===== config.mk =====
export PLATFORM = sky130hd
export DESIGN_NAME = seg_scan_ctrl
export DESIGN_NICKNAME = d
export VERILOG_FILES = /design/src/rtl/seg_scan_ctrl.sv
export SDC_FILE = /design/constraint.sdc
export NUM_CORES = 1
export LEC_CHECK = 0
export CAP_MARGIN = 20
export CELL_PAD_IN_SITES_DETAIL_PLACEMENT = 1
export CELL_PAD_IN_SITES_GLOBAL_PLACEMENT = 2
export CORE_UTILIZATION = 45
export CTS_BUF_LIST = sky130_fd_sc_hd__clkbuf_8
export DETAILED_ROUTE_END_ITERATION = 12
export PLACE_DENSITY_LB_ADDON = 0.1
export SLEW_MARGIN = 40
export SYNTH_ARGS = -nofsm -noshare
export SYNTH_HDL_FRONTEND = slang
export SYNTH_SLANG_ARGS = --single-unit

===== constraint.sdc =====
create_clock -name clk -period 5.15 [get_ports clk]
set_input_delay 1.03 -clock clk [delete_from_list [all_inputs] [get_ports clk]]
set_output_delay 1.03 -clock clk [all_outputs]
set_load 0.03 [all_outputs]

===== src/rtl/seg_scan_ctrl.sv =====
// rtl/seg_scan_ctrl.sv - 4-digit seven-segment scan controller with blanking and frame-synchronous commit
module seg_scan_ctrl #(
    parameter int TICK_DIV  = 131072,
    parameter int BLANK_CYC = 1024,
    parameter int CNT_W     = 20
) (
    input  logic       clk,
    input  logic       rst,
    input  logic       wr_en,
    input  logic [1:0] wr_addr,
    input  logic [3:0] wr_data,
    input  logic       wr_dp,
    input  logic [3:0] dig_en,
    input  logic       lzb,
    output logic [3:0] an,
    output logic [6:0] seg,
    output logic       dp,
    output logic       frame_done
);

    localparam logic [CNT_W-1:0] LAST_CNT  = CNT_W'(TICK_DIV - 1);
    localparam logic [CNT_W-1:0] BLANK_END = CNT_W'(BLANK_CYC);

    logic [CNT_W-1:0] cnt;
    logic [1:0]       idx;
    logic [4:0]       shadow [4];
    logic [4:0]       disp   [4];
    logic             tick;
    logic             zero_hi;
    logic             suppress;
    logic [3:0]       an_d;
    logic [6:0]       seg_d;
    logic             dp_d;

    function automatic logic [6:0] hex7(input logic [3:0] v);
        case (v)
            4'h0: hex7 = 7'h40;
            4'h1: hex7 = 7'h79;
            4'h2: hex7 = 7'h24;
            4'h3: hex7 = 7'h30;
            4'h4: hex7 = 7'h19;
            4'h5: hex7 = 7'h12;
            4'h6: hex7 = 7'h02;
            4'h7: hex7 = 7'h78;
            4'h8: hex7 = 7'h00;
            4'h9: hex7 = 7'h10;
            4'hA: hex7 = 7'h08;
            4'hB: hex7 = 7'h03;
            4'hC: hex7 = 7'h46;
            4'hD: hex7 = 7'h21;
            4'hE: hex7 = 7'h06;
            default: hex7 = 7'h0E;
        endcase
    endfunction

    assign tick = (cnt == LAST_CNT);

    // Leading-zero test looks only at the digit in the slot and everything to its left.
    always_comb begin
        zero_hi = 1'b1;
        for (int i = 0; i < 4; i++) begin
            if (2'(i) >= idx && disp[i][3:0] != 4'h0) begin
                zero_hi = 1'b0;
            end
        end
        suppress = !dig_en[idx] || (lzb && idx != 2'd0 && zero_hi);
        an_d  = 4'hF;
        seg_d = 7'h7F;
        dp_d  = 1'b1;
        if (cnt >= BLANK_END && !suppress) begin
            an_d  = ~(4'b0001 << idx);
            seg_d = hex7(disp[idx][3:0]);
            dp_d  = ~disp[idx][4];
        end
    end

    always_ff @(posedge clk or negedge rst) begin
        if (!rst) begin
            cnt        <= '0;
            idx        <= 2'd0;
            frame_done <= 1'b0;
            an         <= 4'hF;
            seg        <= 7'h7F;
            dp         <= 1'b1;
            for (int i = 0; i < 4; i++) begin
                shadow[i] <= 5'd0;
                disp[i]   <= 5'd0;
            end
        end else begin
            cnt        <= tick ? '0 : cnt + 1'b1;
            frame_done <= tick && idx == 2'd3;
            an         <= an_d;
            seg        <= seg_d;
            dp         <= dp_d;
            if (tick) begin
                idx <= idx + 2'd1;
            end
            // Commit samples shadow before this edge's write lands.
            if (tick && idx == 2'd3) begin
                for (int i = 0; i < 4; i++) begin
                    disp[i] <= shadow[i];
                end
            end
            if (wr_en) begin
                shadow[wr_addr] <= {wr_dp, wr_data};
            end
        end
    end

endmodule


# Word-level counts from Yosys, hierarchy flattened
# Memory sizes are Yosys's and may differ from the RTL's.
# Cells that the tools add are included.
# totals
register_bits,75
input_bits,15
rom_bits,112
n_memories,1
out_inout_bits,13
elab_cells,66
# memory_table
name,words,width,rd,rd_ports_with_merged_regs,wr,line,source
(name not given),16,7,1,0,0,36,case (v)
# op_classes
eq_ne,2
order_cmp,9
shifts,1
bitwise,4
n_mux,16
reduce_logical,17
addsub,2
# op_table
cell,n
"20-bit by 1-bit adder with 20-bit output, second input constant",1
20-bit bitwise mux,1
"20-bit by 17-bit == test with 1-bit output, second input constant",1
"20-bit by 11-bit >= comparator with 1-bit output, second input constant",1
20-bit 2-to-1 mux,1
4-bit nonzero test,4
5-bit 2-to-1 mux,3
5-bit binary-select mux with 2-bit select,1
5-bit demux with 2-bit select,1
1-bit logical AND,9
7-bit 2-to-1 mux,1
"3-bit >= comparator, second input constant",2
1-bit 2-to-1 mux,6
2-bit inverter with 3-bit output,2
"1-bit by 2-bit >= comparator with 1-bit output, first input constant",2
"2-bit >= comparator, first input constant",2
4-bit 2-to-1 mux,1
4-bit inverter,1
"1-bit by 2-bit << shifter with 4-bit output, first input constant",1
"2-bit by 3-bit < comparator with 1-bit output, second input constant",1
"3-bit by 1-bit < comparator with 1-bit output, second input constant",1
"2-bit by 1-bit adder with 2-bit output, second input constant",1
1-bit binary-select mux with 2-bit select,1
"2-bit == test, second input constant",1
4 further kinds,5

# Logic depth before layout (Yosys ltp)
# logic_depth
ltp_word,11
ltp_mapped,8
depth_no_buf,6

# Least setup slack after synthesis
# No wires, ideal clock.
# synth_timing
kind,input port to flip-flop
startpoint,input lzb
endpoint,register seg[1]
arrival_time_ns,2.267
n_path_buf,1
stages,4
setup_ns,0.081
t_required_ns,5.069
slack_ns,2.802
path_cell_list,or4b_2 o41a_1 clkbuf_1 o211ai_1
# synth_via
elab_chain_len,6
# synth_rtl
element,line,source
start: declaration,14,"input logic lzb,"
1-bit logical AND (2 in a row),66,suppress = !dig_en[idx] || (lzb && idx != 2'd0 && zero_hi);
1-bit logical OR,66,
1-bit zero test,70,if (cnt >= BLANK_END && !suppress) begin
1-bit logical AND,70,
7-bit 2-to-1 mux,70,
net seg_d[1],32,logic [6:0] seg_d;
end signal: assignment,93,seg <= seg_d;
end: declaration,16,"output logic [6:0] seg,"
# The timed path passes the listed nets, and every way through them passes these cells.
# A chain may end at the register's enable or synchronous reset.

# Worst setup path in the final report
# layout_timing
startpoint,register cnt[0]
endpoint,register disp[0] (netlist bit)
# layout_via
elab_chain_len,2
# layout_rtl
element,line,source
start: declaration,24,logic [CNT_W-1:0] cnt;
start signal: assignment,90,cnt <= tick ? '0 : cnt + 1'b1;
20-bit by 17-bit == test with 1-bit output,56,assign tick = (cnt == LAST_CNT);
1-bit logical AND,99,if (tick && idx == 2'd3) begin
end signal: indexed assignment,101,disp[i] <= shadow[i];
end: declaration,27,logic [4:0] disp [4];
# No other way between the ends.

==> results.py <==
metrics = {
    "placed_design": {
        "place_area_mm2": 0.00380,
        "dp_cells": 380,
        "dp_hpwl_um": 4670,
        "gp_congestion": 0.757,
        "numPortBuffers": 27,
    },
    "power_and_ir_drop": {
        "p_int_uw": 825,
        "peakVddDrop_mv": 0.152,
        "seqPwrFrac_pct": 58.2,
        "p_sw_share_pct": 24.3,
        "clkPwrFrac_pct": 36.4,
        "share_comb_of_total_power_pct": 5.4,
        "switchingPower_uw": 266,
        "fin_total_pwr_mw": 1.09,
        "leakagePower_nw": 1.74,
        "p_per_area_mw_per_mm2": 275,
    },
    "run": {
        "max-cap-violations": 0,
    },
    "finish": {
        "fillCellCount": 738,
        "multi_input_area_mm2": 0.00146,
        "drive_gt1_share_pct": 27.9,
        "finalNonFillerCells": 396,
        "area_growth_pct": 15.4,
        "nets": 319,
        "num_antenna_cells": 0,
        "seq_area_mm2": 0.00189,
        "stdcell_area_mm2": 0.00397,
    },
    "cts": {
        "path_clk_slew_ns": 0.09,
        "numCtsBuffers": 9,
        "ctsResizeCount": 0,
        "clock_path_buffers": 2,
        "postCtsSetupBuffers": 0,
        "insertion_delay_ns": 0.34,
        "cts_tree": "built",
        "cts_hold_buf": 0,
        "clock-root-buffer": "clkbuf_8",
        "clkSinkCount": 75,
        "htreeDepth": 3,
    },
    "critical_path": {
        "arrival_ns": 2.89,
        "cp_num_buf_inv": 1,
        "critical_path_required_ns": 5.38,
        "crit_chain": "ha_1 > nand3_1 > or3_1 > nor3_4 > buf_6 > mux2_2",
        "path_max_fanout": 13,
        "crit_type": "reg2reg",
        "slowest_stage": "or3_1",
        "end_kind": "register",
        "cp_top_family": "simple AND/OR/NAND/NOR gates",
        "critPathMaxStageDelay_ns": 0.57,
        "start_kind": "register",
    },
    "logic_synthesis": {
        "synth-edff-count": 0,
        "yosys_warnings": 0,
        "async_reset_ff_share_pct": 100,
        "synth_ff_type": "dfrtp_1",
        "synth-seq-cells": 75,
        "synth_top_cell_by_area": "dfrtp_1",
        "synth_cell_types": 42,
        "synth_area_mm2": 0.00344,
        "synth.area.top_cells": "dfrtp_1, mux2_2, dfstp_2",
        "syn_nets": 288,
        "syn_inst": 261,
        "avgSynthCellArea_um2": 13.2,
        "synth_top_cell_area_share_pct": 45.9,
        "ys_seq_area_share_pct": 55.0,
    },
    "global_route": {
        "grt_pass1_vias": 2146,
        "grt_pass1_wl_um": 11200,
        "grt_max_degree": 40,
        "grt_use_met1_pct": 29.4,
        "grt_antenna_before_repair": 0,
        "top_usage_layer": "met1",
        "grt_overflow_total": 0,
        "grt.total_usage_pct": 19.2,
        "grtUsageMet3_pct": 3.32,
        "grtUsageMet2_pct": 27.3,
    },
    "floorplanning": {
        "initial_utilization_pct": 46.9,
        "ios": 28,
        "die-area_mm2": 0.00799,
        "core-area_mm2": 0.00733,
        "fp.dieW_um": 89.4,
        "num_rows": 31,
        "die_h_um": 89.4,
    },
    "drt": {
        "via_per_inst": 5.20,
        "dr.pass1.iters": 4,
        "drt-total-wl_um": 6640,
        "drtAntennaViolNets": 0,
        "wl_per_cell_um": 16.8,
        "vias": 2061,
        "first_iter_violations": 68,
        "drc": 0,
    },
    "timing": {
        "skew_ns": 0.0132,
        "final_max_slew_viol_count": 0,
        "fin_hold_ws_ns": 0.495,
        "rsz0062_at_grt": "no",
        "tightest_slew_ns": 0.619,
        "tns_ns": 0,
        "final-hold-violation-count": 0,
        "final-setup-viol-count": 0,
        "slew_headroom_pct": 58.7,
        "fmax_mhz": 376,
        "period_needed_ns": 2.66,
        "timing.final.crit_share_pct": 51.7,
    },
    "hold_path": {
        "hp-class": "reg2reg",
    },
    "run_status": {
        "status": "finished, final reports clean",
    },
}
[cell usage in the layout (no fill, tap or decap), types with 7 or more instances in the layout]
cell type,Yosys,routed
clkbuf_8,0,9
clkdlybuf4s50_1,0,26
dfrtp_1,63,63
dfstp_2,12,12
ha_1,12,12
inv_1,10,10
mux2_2,41,41
nand2_1,16,16
nand3_1,7,7
nor2_1,15,14
xnor2_1,9,9
xor2_1,9,9
[cell usage after synthesis (2+ instances only)]
| cell type | number |
|---|---|
| and2_1 | 2 |
| and4_1 | 2 |
| buf_2 | 2 |
| buf_6 | 3 |
| clkbuf_1 | 4 |
| dfrtp_1 | 63 |
| dfstp_2 | 12 |
| ha_1 | 12 |
| inv_1 | 10 |
| mux2_2 | 41 |
| mux2i_1 | 3 |
| mux4_2 | 6 |
| nand2_1 | 16 |
| nand3_1 | 7 |
| nand3b_1 | 3 |
| nand4_1 | 4 |
| nor2_1 | 15 |
| nor2b_1 | 2 |
| nor3_1 | 5 |
| nor4_1 | 4 |
| o211ai_1 | 5 |
| o21ai_0 | 2 |
| or3_1 | 3 |
| xnor2_1 | 9 |
| xor2_1 | 9 |
[power groups by stage]
stage	registers, mW	clock network (mW)	logic, mW
after floorplan	0.639	0	0.0309
after CTS	0.635	0.406	0.0611
after detailed placement	0.646	0	0.0606
final	0.635	0.397	0.0593
after global routing	0.639	0.434	0.0662
after global placement	0.645	0	0.0579
[area by class of cell]
| type | instances | area share [%] |
|---|---|---|
| Clock buffer | 9 | 3.12 |
| Clock inverter | 7 | 1.14 |
| Inverter | 10 | 0.946 |
| Multi-Input combinational cell | 167 | 36.8 |
| Sequential cell | 75 | 47.7 |
| Tap cell | 99 | 3.12 |
| Timing Repair Buffer | 29 | 7.22 |
[path summary, 6_finish.rpt]
kind,from,slack (ns),to,cells past startpoint
min,cnt[19],0.50,cnt[19],1
max,cnt[0],2.49,disp[0],6
min in group asynchronous,rst,0.66,cnt[11],1
min reg2reg,cnt[19],0.50,cnt[19],1
max reg2reg,cnt[0],2.49,disp[0],6
max in group asynchronous,rst,3.62,seg[1],2
[cells by family after synthesis]
kind of cell	after synthesis	share of synthesized area, %
buffers and inverters	19	2.80
AO/OA/AOI/OAI	13	2.73
adder cells (fa/ha/maj)	12	4.37
flip-flops	75	55.0
AND/OR/NAND/NOR	73	11.9
XOR/XNOR	18	4.59
multiplexers	51	18.6
[per-layer routing]
layer,up-vias,share of wire (%)
met5,-,0
met1,1042,53
met2,32,44
met3,5,2.4
li1,982,-
met4,0,1.0
[flip-flops by register name, indices dropped and copies added, names as in the netlist]
| name | cells |
|---|---|
| cnt | 20 |
| disp | 20 |
| shadow | 20 |
| seg | 7 |
| an | 4 |
| idx | 2 |
| dp | 1 |
| frame_done | 1 |
[worst register-to-register path, stage by stage (launching register included)]
cell	delay (ns)
dfrtp_1	0.45
ha_1	0.22
nand3_1	0.18
or3_1	0.57
nor3_4	0.53
buf_6	0.25
mux2_2	0.35
[per-stage QoR]
| step | worst slack [ns] | utilization [%] |
|---|---|---|
| final | 2.49 | 54.1 |
| after global routing | 2.32 | 54.1 |
| after CTS | 2.49 | 54.1 |
| after detailed placement | 2.26 | 51.8 |
| after global placement | 2.29 | 51.5 |
| after floorplan | 2.80 | - |
Power figures use the tool's default switching activity.
